**src/rtl/vga_refresh_scheduler.sv**
```systemverilog
// vga_refresh_scheduler
// ---------------------
// Purpose: once per frame, during vertical blanking, reads the nine RTC
// registers behind the on-screen date, time and chronometer fields and
// republishes each byte to the digit renderer. Because the digits only change
// while blanking, they never change mid-frame.
//
// Ports:
//   reloj        system clock, rising edge
//   resetM       synchronous active-low reset
//   V_ON         1 in the active vertical region, 0 in vertical blanking
//   bus_req      read request to the RTC bus controller
//   bus_addr     RTC register address, stable while bus_req is high
//   bus_ack      RTC controller: bus_dato is valid this cycle
//   bus_dato     RTC read data (BCD)
//   RD           one-cycle strobe: DIR_DATO is valid for field POSICION
//   POSICION     field index 0..8 (held between strobes)
//   DIR_DATO     field value, BCD, passed through unmodified (held between strobes)
//   frame_ok     the last sequence fetched every field without a timeout
//   err_timeout  at least one field timed out in the current/last sequence
module vga_refresh_scheduler #(
  parameter int N_CAMPOS = 9,
  parameter int TIMEOUT  = 63
) (
  input  logic       reloj,
  input  logic       resetM,
  input  logic       V_ON,
  output logic       bus_req,
  output logic [7:0] bus_addr,
  input  logic       bus_ack,
  input  logic [7:0] bus_dato,
  output logic       RD,
  output logic [3:0] POSICION,
  output logic [7:0] DIR_DATO,
  output logic       frame_ok,
  output logic       err_timeout
);

  localparam int             CNT_W     = (TIMEOUT < 2) ? 1 : $clog2(TIMEOUT + 1);
  localparam logic [CNT_W-1:0] TIMEOUT_C = CNT_W'(TIMEOUT);
  localparam logic [3:0]     LAST_IDX  = 4'(N_CAMPOS - 1);

  typedef enum logic [2:0] {
    IDLE,
    REQ,
    WAIT_ACK,
    PUBLISH,
    NEXT
  } state_t;

  state_t           state;
  logic             v_q;
  logic             abort_q;
  logic [3:0]       idx;
  logic [CNT_W-1:0] wait_cnt;

  // RTC register address for each field: date, then time, then chronometer.
  function automatic logic [7:0] field_addr(input logic [3:0] i);
    case (i)
      4'd0:    field_addr = 8'h24;
      4'd1:    field_addr = 8'h25;
      4'd2:    field_addr = 8'h26;
      4'd3:    field_addr = 8'h23;
      4'd4:    field_addr = 8'h22;
      4'd5:    field_addr = 8'h21;
      4'd6:    field_addr = 8'h43;
      4'd7:    field_addr = 8'h42;
      4'd8:    field_addr = 8'h41;
      default: field_addr = 8'h00;
    endcase
  endfunction

  // Scan sequencer. All outputs are registered here.
  // The strobe is raised on the edge that sees the ack, so PUBLISH is the
  // cycle in which RD is visible; PUBLISH and NEXT (entered after a timeout)
  // then share the same end-of-field decision, keeping a field at three cycles.
  // The abort flag is only consulted at the end of a field so that an
  // in-flight handshake always completes.
  always_ff @(posedge reloj) begin
    if (!resetM) begin
      state       <= IDLE;
      v_q         <= 1'b0;
      abort_q     <= 1'b0;
      idx         <= 4'd0;
      wait_cnt    <= '0;
      bus_req     <= 1'b0;
      bus_addr    <= 8'h00;
      RD          <= 1'b0;
      POSICION    <= 4'd0;
      DIR_DATO    <= 8'h00;
      frame_ok    <= 1'b0;
      err_timeout <= 1'b0;
    end else begin
      v_q <= V_ON;
      RD  <= 1'b0;

      if (state != IDLE && V_ON) begin
        abort_q <= 1'b1;
      end

      case (state)
        IDLE: begin
          if (v_q && !V_ON) begin
            state       <= REQ;
            idx         <= 4'd0;
            frame_ok    <= 1'b0;
            err_timeout <= 1'b0;
            abort_q     <= 1'b0;
          end
        end

        REQ: begin
          bus_req  <= 1'b1;
          bus_addr <= field_addr(idx);
          wait_cnt <= '0;
          state    <= WAIT_ACK;
        end

        WAIT_ACK: begin
          if (bus_ack) begin
            bus_req  <= 1'b0;
            RD       <= 1'b1;
            POSICION <= idx;
            DIR_DATO <= bus_dato;
            state    <= PUBLISH;
          end else if (wait_cnt == TIMEOUT_C) begin
            bus_req     <= 1'b0;
            err_timeout <= 1'b1;
            state       <= NEXT;
          end else begin
            wait_cnt <= wait_cnt + 1'b1;
          end
        end

        PUBLISH, NEXT: begin
          if (abort_q) begin
            state <= IDLE;
          end else if (idx == LAST_IDX) begin
            frame_ok <= ~err_timeout;
            state    <= IDLE;
          end else begin
            idx   <= idx + 4'd1;
            state <= REQ;
          end
        end

        default: state <= IDLE;
      endcase
    end
  end

endmodule

```
**config.mk**
```make
export PLATFORM = sky130hd
export DESIGN_NAME = vga_refresh_scheduler
export DESIGN_NICKNAME = d
export VERILOG_FILES = /design/src/rtl/vga_refresh_scheduler.sv
export SDC_FILE = /design/constraint.sdc
export NUM_CORES = 1
export LEC_CHECK = 0
export CELL_PAD_IN_SITES_DETAIL_PLACEMENT = 2
export CELL_PAD_IN_SITES_GLOBAL_PLACEMENT = 2
export CORE_ASPECT_RATIO = 1.5
export CORE_MARGIN = 2
export CORE_UTILIZATION = 29
export DETAILED_ROUTE_END_ITERATION = 8
export PLACE_DENSITY = 0.82
export SLEW_MARGIN = 0
export SYNTH_ARGS = -nofsm -noshare
export SYNTH_HDL_FRONTEND = slang
export SYNTH_SLANG_ARGS = --single-unit
export TNS_END_PERCENT = 5
```
**constraint.sdc**
```tcl
create_clock -name reloj -period 2.05 [get_ports reloj]
set_input_delay 0.3075 -clock reloj [delete_from_list [all_inputs] [get_ports reloj]]
set_output_delay 0.3075 -clock reloj [all_outputs]
set_load 0.005 [all_outputs]
```
==> tab_implementation.tex <==
\begin{tabular}{lr}
\hline
Metric & Value \\
\hline
\multicolumn{2}{l}{\textbf{Status}} \\
\quad Outcome & finished, final reports clean \\
\multicolumn{2}{l}{\textbf{Timing}} \\
\quad Setup WS post-layout & 0.150 ns \\
\quad Setup Total Neg Slack & 0 ns \\
\quad RSZ-0062 raised after global routing & false \\
\quad Worst slew margin & 66.6\% \\
\quad Max Freq & 0.526 GHz \\
\quad Transition time of the tightest slew-check pin & 0.489 ns \\
\quad Setup-violating endpoint count in the final report & 0 \\
\quad Number of endpoints with negative hold slack in the final report & 0 \\
\quad Time the final worst path needs with I/O delays and setup & 1.90 ns \\
\quad Period utilisation layout & 92.7\% \\
\quad Pins over their slew limit & 0 \\
\quad Worst clock skew on the final layout & 0.00718 ns \\
\multicolumn{2}{l}{\textbf{Worst setup path}} \\
\quad Startpoint class of the critical path & flip-flop \\
\quad Data required time of the worst path & 2.28 ns \\
\quad WS Path Type & reg -> reg \\
\quad Top fanout value on the critical path & 9 \\
\quad Minimum setup slack among reg-to-reg paths & 0.15 ns \\
\quad Max stage delay cell, worst path & sky130\_fd\_sc\_hd\_\_or3b\_2 \\
\quad CP Cell Sequence & or3b\_2, a211o\_1, or3\_1, a21oi\_1 \\
\quad Data arrival time at the worst-slack endpoint & 2.13 ns \\
\quad Critical Path Max Stage Delay & 0.52 ns \\
\quad Crit end category & flip-flop \\
\quad WP buf/inv & 0 \\
\quad Top Family by Delay on Critical Path & simple AND/OR/NAND/NOR gates \\
\multicolumn{2}{l}{\textbf{Cells and area}} \\
\quad Antenna diode count & 0 \\
\quad Fraction of final layout cells sized beyond drive strength 1 & 10.8\% \\
\quad Final standard cell area without fillers & 2160 µm² \\
\quad Layout overhead on the synthesized area & 29.9\% \\
\quad Final std cells w/o fill & 310 \\
\quad Net count reported at finish & 257 \\
\quad Filler cells & 642 \\
\multicolumn{2}{l}{\textbf{Clocking}} \\
\quad Setup fix buffers added after clock tree synthesis & 0 \\
\quad Count of cells resized by post-cts repair & 0 \\
\quad Master cell of the clock root buffer & sky130\_fd\_sc\_hd\_\_clkbuf\_8 \\
\quad H-tree levels & 2 \\
\quad Inserted Clock Buffers & 5 \\
\quad Total number of clock tree sinks & 36 \\
\quad Clock slew at the register clock pins of the worst setup and hold paths & 0.07 ns \\
\quad Largest buffer count on any clock path & 2 \\
\quad Clk Latency, worst-skew pair & 0.29 ns \\
\quad Clock tree from TritonCTS & done \\
\quad CTS Hold Bufs & 0 \\
\multicolumn{2}{l}{\textbf{Route}} \\
\quad Detailed Route Iter0 Violations & 15 \\
\quad Wire length reported by the detailed router & 5090 µm \\
\quad Vias after detailed routing & 1633 \\
\quad TritonRoute pass-1 iters & 4 \\
\quad Detailed-route DRC error count & 0 \\
\quad Routed via count divided by cell count & 5.27 \\
\quad WL per Instance & 16.4 µm \\
\quad Post-route ant nets & 0 \\
\multicolumn{2}{l}{\textbf{Yosys}} \\
\quad Most frequent cells after synthesis & sky130\_fd\_sc\_hd\_\_nand2\_1 (38), sky130\_fd\_sc\_hd\_\_dfxtp\_1 (36), sky130\_fd\_sc\_hd\_\_a21oi\_1 (23) \\
\quad Predominant post-synthesis flop cell & sky130\_fd\_sc\_hd\_\_dfxtp\_1 \\
\quad Synth Warn \# & 0 \\
\quad Yosys top cell area share & 43.4\% \\
\quad Share of async-settable or async-resettable flops after synthesis & 0\% \\
\quad Post-synthesis cell type with the largest combined area & sky130\_fd\_sc\_hd\_\_dfxtp\_1 \\
\quad Most area-consuming cells after synthesis & sky130\_fd\_sc\_hd\_\_dfxtp\_1 (43\%), sky130\_fd\_sc\_hd\_\_nand2\_1 (8.6\%), sky130\_fd\_sc\_hd\_\_a21oi\_1 (6.9\%) \\
\quad Part of the Yosys area used for sequential elements & 43.4\% \\
\quad Number of enable flip-flop cells after synthesis & 0 \\
\quad Number of distinct library cells after synthesis & 39 \\
\quad Total standard cell area after synthesis & 1660 µm² \\
\quad Synthesized area per cell & 8.23 µm² \\
\quad Mapped Cells & 202 \\
\quad Cell with the most instances after synthesis & sky130\_fd\_sc\_hd\_\_nand2\_1 \\
\quad Number of synthesized register bits & 36 \\
\multicolumn{2}{l}{\textbf{Pwr}} \\
\quad Leak & 0.750 nW \\
\quad Pint & 0.00113 W \\
\quad Worst vdd ir & 0.374 mV \\
\quad Sequential group share of total power & 48.6\% \\
\quad Power share of the combinational group & 21.2\% \\
\quad Overall power & 0.00159 W \\
\quad Clock group share of total power & 30.1\% \\
\quad Switching power as a share of total power & 29.1\% \\
\quad Power density relative to cell area & 739 nW/µm² \\
\quad Switching pwr & 0.000465 W \\
\multicolumn{2}{l}{\textbf{Global routing}} \\
\quad Overflow left after global routing & 0 \\
\quad Tot GR Track Use & 17.8\% \\
\quad Antenna violations before repair & 0 \\
\quad Pin count of the biggest net entering global routing & 18 \\
\quad Wire length of the first global-routing pass & 8780 µm \\
\quad Vias in the first global route & 1767 \\
\multicolumn{2}{l}{\textbf{Place}} \\
\quad Port Buffers & 32 \\
\quad Placed cell count & 303 \\
\quad Post-place setup slack & 0.170 ns \\
\quad Instance area at placement & 2080 µm² \\
\quad Routability congestion estimate from global placement & 0.796 \\
\quad Post-DP HPWL & 3750 µm \\
\multicolumn{2}{l}{\textbf{Floorplanning}} \\
\quad Area of the core & 5490 µm² \\
\quad Rows & 33 \\
\quad DIE AREA & 6360 µm² \\
\quad Initial core utilization & 30.3\% \\
\quad Die span in y & 96.7 µm \\
\quad Die width & 65.8 µm \\
\quad Count of boundary I/O pins & 36 \\
\multicolumn{2}{l}{\textbf{Hold path}} \\
\quad Min-delay worst type & reg -> reg \\
\multicolumn{2}{l}{\textbf{Run}} \\
\quad Max Cap Viol & 0 \\
\hline
\end{tabular}
## registers in the layout, summed over array words and instances, names as in the netlist
signal       cells
DIR_DATO         8
POSICION         4
RD               1
abort_q          1
bus_addr         5
bus_req          1
err_timeout      1
frame_ok         1
idx              4
state            3
v_q              1
wait_cnt         6
## path summary, 6_finish.rpt
| kind | startpoint | end | depth (start not counted) |
|---|---|---|---|
| worst max register to register | state[2]$_SDFFE_PN0P_ | idx[3]$_SDFFE_PN0P_ | 4 |
| worst min register to register | DIR_DATO[1]$_SDFFE_PN0P_ | DIR_DATO[1]$_SDFFE_PN0P_ | 2 |
| worst max-delay path | state[2]$_SDFFE_PN0P_ | idx[3]$_SDFFE_PN0P_ | 4 |
| worst min-delay path | DIR_DATO[1]$_SDFFE_PN0P_ | DIR_DATO[1]$_SDFFE_PN0P_ | 2 |
## worst register-to-register path, cell delays in order, from the launching register on
cell                      delay, ns
sky130_fd_sc_hd__dfxtp_1       0.46
sky130_fd_sc_hd__or3b_2        0.52
sky130_fd_sc_hd__a211o_1       0.34
sky130_fd_sc_hd__or3_1         0.37
sky130_fd_sc_hd__a21oi_1       0.15
## layout make-up
type | count | area [µm²] | share of cell area, %
clock inverters | 1 | 5.00 | 0.232
flip-flops and latches | 36 | 721 | 33.4
multi-input cells | 148 | 843 | 39.1
clock buffers | 6 | 72.6 | 3.36
repair buffers | 44 | 410 | 19.0
well taps | 70 | 87.6 | 4.06
inverters | 5 | 18.8 | 0.870
## metal layers
| layer | share of wire, % | routed length (µm) | GRT usage [%] | vias to the layer above |
|---|---|---|---|---|
| met4 | 1.3 | 65 | 6.73 | 0 |
| met5 | 0 | 0 | 0 | - |
| met1 | 41 | 2100 | 20.8 | 809 |
| li1 | - | - | - | 781 |
| met3 | 3.8 | 191 | 3.72 | 6 |
| met2 | 54 | 2730 | 31.1 | 37 |
## stage by stage
stage / utilization (%) / hold WS [ns]
floorplan: - / 0.386
global placement: 37.9 / 0.443
detailed placement: 37.9 / 0.449
CTS: 39.3 / 0.461
global route: 39.3 / 0.496
finish: 39.3 / 0.461
## power groups by stage
stage,Sequential [W],Clock (W),Combinational [W]
6_report,0.000775,0.000481,0.000338
5_1_grt,0.000781,0.000532,0.000377
4_1_cts,0.000775,0.000494,0.000342
3_5_place_dp,0.000791,0,0.000339
3_3_place_gp,0.000786,0,0.000330
2_1_floorplan,0.000785,0,0.000189
## placed cells by master (no fill, tap or decap), drive strengths merged, types with 3 or more instances in the layout
cell type,Yosys,routed
nand3,12,12
buf,6,12
nor3b,4,4
inv,5,5
ha,5,5
dfxtp,36,36
or3,4,4
o21ai,6,6
a21oi,23,23
nor2,7,7
nand2,38,38
conb,1,3
clkbuf,9,6
nand3b,3,3
a31oi,8,8
clkdlybuf4s50,0,32
nand4,4,4
or3b,3,3
## logic make-up (layout without fill, tap and decap cells)
| group | after synthesis | in the layout | synth area share (%) |
|---|---|---|---|
| buffers and inverters | 20 | 56 | 6.33 |
| and+or+nand+nor | 91 | 91 | 28.5 |
| adders and majority gates | 5 | 5 | 3.77 |
| DFF | 36 | 36 | 43.4 |
| AOI/OAI and AO/OA | 48 | 48 | 17.2 |
| other | 1 | 3 | 0.226 |
| muxes | 1 | 1 | 0.602 |
No activity file was read; power rests on OpenSTA's default activity.
